File: src/rtl/seq_shifter.sv
// seq_shifter: multi-cycle shift unit (SLL, SRL, SRA, ROL).
// The operand is shifted STEP bits per cycle under a start/busy/done handshake.
//
// Ports:
//   clk    - clock, rising edge
//   rst_n  - asynchronous active-low reset
//   start  - request, sampled only while busy is low (IDLE or DONE)
//   flush  - synchronous abort back to IDLE, takes priority over start
//   op     - 00 SLL, 01 SRL, 10 SRA, 11 ROL
//   shamt  - shift amount, 0 .. WIDTH-1
//   din    - operand
//   busy   - high while shifting
//   done   - one-cycle pulse, dout holds the final result
//   dout   - working/result register
module seq_shifter #(
  parameter int WIDTH   = 32,
  parameter int STEP    = 1,
  parameter int SHAMT_W = $clog2(WIDTH)
) (
  input  logic               clk,
  input  logic               rst_n,
  input  logic               start,
  input  logic               flush,
  input  logic [1:0]         op,
  input  logic [SHAMT_W-1:0] shamt,
  input  logic [WIDTH-1:0]   din,
  output logic               busy,
  output logic               done,
  output logic [WIDTH-1:0]   dout
);

  typedef enum logic [1:0] {
    ST_IDLE  = 2'd0,
    ST_SHIFT = 2'd1,
    ST_DONE  = 2'd2
  } state_t;

  // STEP may equal WIDTH, which does not fit in SHAMT_W bits, so compare at 32 bits.
  localparam logic [31:0] STEP_W = 32'(STEP);

  state_t               state_r, state_s;
  logic [WIDTH-1:0]     work_r, work_s;
  logic [SHAMT_W-1:0]   remaining_r, remaining_s;
  logic [1:0]           op_r, op_s;
  logic [SHAMT_W-1:0]   k_s;
  logic [SHAMT_W-1:0]   rem_left_s;

  // One shift step of k bits; rotate takes the upper half of a doubled word.
  function automatic logic [WIDTH-1:0] shift_step(
    input logic [WIDTH-1:0]   v,
    input logic [1:0]         o,
    input logic [SHAMT_W-1:0] k
  );
    logic [2*WIDTH-1:0] dbl;
    dbl = {v, v} << k;
    case (o)
      2'b00:   shift_step = v << k;
      2'b01:   shift_step = v >> k;
      2'b10:   shift_step = $signed(v) >>> k;
      2'b11:   shift_step = dbl[2*WIDTH-1:WIDTH];
      default: shift_step = v;
    endcase
  endfunction

  // Step size for this cycle: min(STEP, remaining).
  always_comb begin
    if (32'(remaining_r) < STEP_W) begin
      k_s = remaining_r;
    end else begin
      k_s = STEP_W[SHAMT_W-1:0];
    end
    rem_left_s = remaining_r - k_s;
  end

  // Next-state and datapath update logic.
  always_comb begin
    state_s     = state_r;
    work_s      = work_r;
    remaining_s = remaining_r;
    op_s        = op_r;
    if (flush) begin
      state_s     = ST_IDLE;
      remaining_s = {SHAMT_W{1'b0}};
    end else begin
      case (state_r)
        ST_IDLE, ST_DONE: begin
          if (start) begin
            work_s      = din;
            remaining_s = shamt;
            op_s        = op;
            if (shamt != {SHAMT_W{1'b0}}) begin
              state_s = ST_SHIFT;
            end else begin
              state_s = ST_DONE;
            end
          end else begin
            state_s = ST_IDLE;
          end
        end
        ST_SHIFT: begin
          work_s      = shift_step(work_r, op_r, k_s);
          remaining_s = rem_left_s;
          if (rem_left_s == {SHAMT_W{1'b0}}) begin
            state_s = ST_DONE;
          end else begin
            state_s = ST_SHIFT;
          end
        end
        default: begin
          state_s     = ST_IDLE;
          remaining_s = {SHAMT_W{1'b0}};
        end
      endcase
    end
  end

  // State and datapath registers.
  always_ff @(posedge clk or negedge rst_n) begin
    if (!rst_n) begin
      state_r     <= ST_IDLE;
      work_r      <= {WIDTH{1'b0}};
      remaining_r <= {SHAMT_W{1'b0}};
      op_r        <= 2'b00;
    end else begin
      state_r     <= state_s;
      work_r      <= work_s;
      remaining_r <= remaining_s;
      op_r        <= op_s;
    end
  end

  assign busy = (state_r == ST_SHIFT);
  assign done = (state_r == ST_DONE);
  assign dout = work_r;

endmodule

File: config.mk
export PLATFORM = sky130hd
export DESIGN_NAME = seq_shifter
export DESIGN_NICKNAME = d
export VERILOG_FILES = /design/src/rtl/seq_shifter.sv
export SDC_FILE = /design/constraint.sdc
export NUM_CORES = 1
export LEC_CHECK = 0
export CORE_AREA = 2 2 83 85
export DETAILED_ROUTE_END_ITERATION = 16
export DIE_AREA = 0 0 85 87
export GPL_TIMING_DRIVEN = 1
export PLACE_DENSITY = 0.76
export SYNTH_ARGS = -nofsm -noshare
export SYNTH_HDL_FRONTEND = slang
export SYNTH_SLANG_ARGS = --single-unit
File: constraint.sdc
create_clock -name clk -period 1.7 [get_ports clk]
set_input_delay 0.17 -clock clk [delete_from_list [all_inputs] [get_ports clk]]
set_output_delay 0.17 -clock clk [all_outputs]
set_load 0.02 [all_outputs]
==> qor.txt <==
largest net degree at the start of global routing - 28
unrepaired setup endpoints after global routing - yes
Compound-Gate Fraction of Synth Area - 0.195
vias - 2570
beginning of the critical path - remaining_r[1]
chip height - 87 um
Die Wd - 85 um
maxcap violations - 0
Reg2Reg Depth - 8
cell count after synthesis - 280
Worst-Margin Slew - 547 ps
placed cell areas - 3770 um^2
Non-Filler Instances - 454
HP Class - in -> async
Total Routing Usage GR - 0.204
CP startpoint kind - flip-flop
Tmin final - 1680 ps
clk buf depth - 2
drt first pass iters - 4
Antenna Cells - 0
CP endpoint - state_r[0]
Final #Nets - 419
synth-to-layout area growth - 43.9%
Crit Path Class - reg -> reg
Worst-Skew Late Latency - 290 ps
max-slew violation count - 0
clock slew at the register clock pins of the worst setup and hold paths - 80 ps
post-route cell area - 4010 um^2
DIE AREA - 7400 um^2
CTS root buf - clkbuf_8
Initial Util - 0.424
drt drc - 0
final hold violations - 0
first-pass GRT wire length - 12.2 mm
adder-cell share of the synthesized area - 0.00898
period utilisation layout - 0.989
TritonCTS buffer count - 5
worst hold slack - 398 ps
Synth Area in XOR/XNOR - 0.0121
Syn Nets - 325
number of global-route vias before repair - 2570
run status - finished clean
clk sinks - 41
DR iter-0 viols - 175
leakage power - 0.00168 uW
Yosys warning count - 0
largest family of logic cells by synthesized area - multiplexers
initial antenna violation count - 0
Post-DRT Antenna Nets - 0
WL/cell - 16.7 um
count of cell types in the netlist - 37
mux cell area share after synthesis - 0.252
Worst Path Max Fanout - 3
GRT Residual Overflow - 0
Post-DP HPWL - 5.14 mm
routed wire length - 7.60 mm
Final Worst Setup Slack - 19.4 ps
fmax - 595 MHz
H-Tree Depth - 2
register bit count reported by yosys - 41
reg2reg end - state_r[0]
CP Data Required Time - 1880 ps
vias per cell - 5.66
Port Buf Inserts - 76
worst vdd ir - 0.000726 V
CP Capture Type - flip-flop
DP Worst Slack - -41.8 ps
total I/O pin count - 77
post-synthesis simple-gate area fraction - 0.106
setup TNS - 0 ps
post-synthesis sequential area ratio - 0.368
worst reg2reg setup slack - 20 ps
Syn Area/Cell - 9.96 um^2
clock skew - 11.4 ps
gpl congestion - 0.863
Post-Place Cells - 439
worst relative slew slack - 0.635
Post-Syn Area - 2790 um^2
R2R Path Start - remaining_r[1]
final-report setup violation count - 0
core area - 6570 um^2
CTS tree - done
Rows - 30
PwrDens - 1330 nW/um^2
CP Data Arrival Time - 1860 ps
share of cells above drive strength 1 - 0.163
fillers - 540
-- cells in the mapped netlist --
| cell | n | share of area |
|---|---|---|
| xnor2_2 | 1 | 0.0058 |
| a21boi_0 | 30 | 0.081 |
| buf_6 | 6 | 0.024 |
| buf_2 | 2 | 0.0036 |
| a21oi_4 | 1 | 0.0058 |
| nor4_4 | 1 | 0.0076 |
| mux2_1 | 29 | 0.12 |
| dfrtp_1 | 41 | 0.37 |
| clkbuf_1 | 13 | 0.018 |
| nor2_1 | 40 | 0.054 |
| o21ai_0 | 1 | 0.0018 |
| nand2b_2 | 1 | 0.0031 |
| a32oi_1 | 1 | 0.0031 |
| a31oi_1 | 1 | 0.0022 |
| xor2_1 | 1 | 0.0031 |
| nand2b_4 | 1 | 0.0049 |
| o22ai_1 | 30 | 0.067 |
| inv_1 | 7 | 0.0094 |
| nand2b_1 | 3 | 0.0067 |
| o221ai_1 | 2 | 0.0063 |
| a221o_1 | 1 | 0.0036 |
| xnor2_1 | 1 | 0.0031 |
| mux2_2 | 4 | 0.016 |
| nand3_1 | 1 | 0.0018 |
| mux2i_1 | 33 | 0.12 |
| o211ai_1 | 1 | 0.0027 |
| nand2_1 | 1 | 0.0013 |
| nor3b_1 | 1 | 0.0027 |
| a211oi_1 | 1 | 0.0027 |
| nor3_1 | 7 | 0.013 |
| o21ai_1 | 1 | 0.0018 |
| a21oi_1 | 6 | 0.011 |
| ha_1 | 2 | 0.0090 |
| buf_4 | 1 | 0.0027 |
| and2b_1 | 1 | 0.0027 |
| nor2b_1 | 4 | 0.0090 |
| o22a_1 | 2 | 0.0063 |
-- registers in the layout, summed over array words and instances, names as in the netlist --
name         cells
remaining_r      5
dout            32
state_r          2
op_r             2
-- cells in the final DEF (no fill, tap or decap), types with 4 or more instances in the layout --
cell	synthesis	layout
mux2i_1	33	32
nor2b_1	4	4
buf_12	0	5
nor2_1	40	39
mux2_2	4	4
clkbuf_8	0	6
dfrtp_1	41	39
o22ai_1	30	30
clkdlybuf4s50_1	0	73
inv_1	7	6
buf_4	1	24
mux2_1	29	27
a21oi_1	6	6
nor3_1	7	6
a21boi_0	30	30
-- metrics by stage --
| stage | util | total power (uW) |
|---|---|---|
| 5_1_grt | 0.611 | 5690 |
| 2_1_floorplan | - | 3330 |
| 4_1_cts | 0.591 | 5090 |
| 6_report | 0.611 | 5340 |
| 3_3_place_gp | 0.574 | 4330 |
| 3_5_place_dp | 0.574 | 4400 |
-- power by group --
group	switching [uW]	total, uW	leakage [uW]	internal [uW]
sequential	386	1640	0.000463	1250
combinational	1360	3040	0.00118	1680
clock	349	670	0.0000433	322
-- layout make-up --
| class | instances | area [um^2] | share of cell area |
|---|---|---|---|
| Timing Repair Buffer | 109 | 1100 | 0.275 |
| Tap cell | 80 | 100 | 0.0249 |
| Multi-Input combinational cell | 210 | 1660 | 0.414 |
| Clock buffer | 6 | 82.6 | 0.0206 |
| Sequential cell | 41 | 1030 | 0.256 |
| Clock inverter | 1 | 7.51 | 0.00187 |
| Inverter | 7 | 26.3 | 0.00655 |
-- cells by family (layout without fill, tap and decap cells) --
| group | Yosys count | count (layout) |
|---|---|---|
| AOI/OAI and AO/OA | 78 | 78 |
| xor gates and xnor gates | 3 | 3 |
| adders and majority gates | 2 | 2 |
| buffers and inverters | 29 | 123 |
| DFF | 41 | 41 |
| muxes | 66 | 66 |
| and+or+nand+nor | 61 | 61 |
-- metal layers --
| layer | vias to the layer above | global-route usage | wire [um] | share of wire |
|---|---|---|---|---|
| li1 | 1215 | - | - | - |
| met1 | 1266 | 0.267 | 3470 | 0.46 |
| met2 | 77 | 0.347 | 3670 | 0.48 |
| met3 | 12 | 0.0341 | 334 | 0.044 |
| met4 | 0 | 0.0620 | 121 | 0.016 |
| met5 | - | 0 | 0 | 0 |
-- worst min-delay path by stage --
stage / start / endpoint / cells after the start
6_report: rst_n / remaining_r[2] / 2
3_3_place_gp: rst_n / remaining_r[3] / 1
5_1_grt: rst_n / state_r[1] / 2
4_1_cts: rst_n / state_r[1] / 2
3_5_place_dp: rst_n / remaining_r[4] / 1
2_1_floorplan: rst_n / dout[0] / 0
-- critical path, cell delays in order, from the launching register on --
cell      delay [ps]
dfrtp_1          410
nor4_4           320
nor2_2           100
inv_2             80
ha_4             210
nor3_4           110
o211ai_1         120
a32oi_1          180
nor2_1            60
-- timing repair --
item	CTS	global route
pin swaps	0	5
endpoints found under the hold margin	22	0
buffers inserted	0	5
hold buffers	1	0
resized for setup	4	11
endpoints found under the setup margin	4	9
cloned	0	2
No activity file was read; power rests on OpenSTA's default activity.
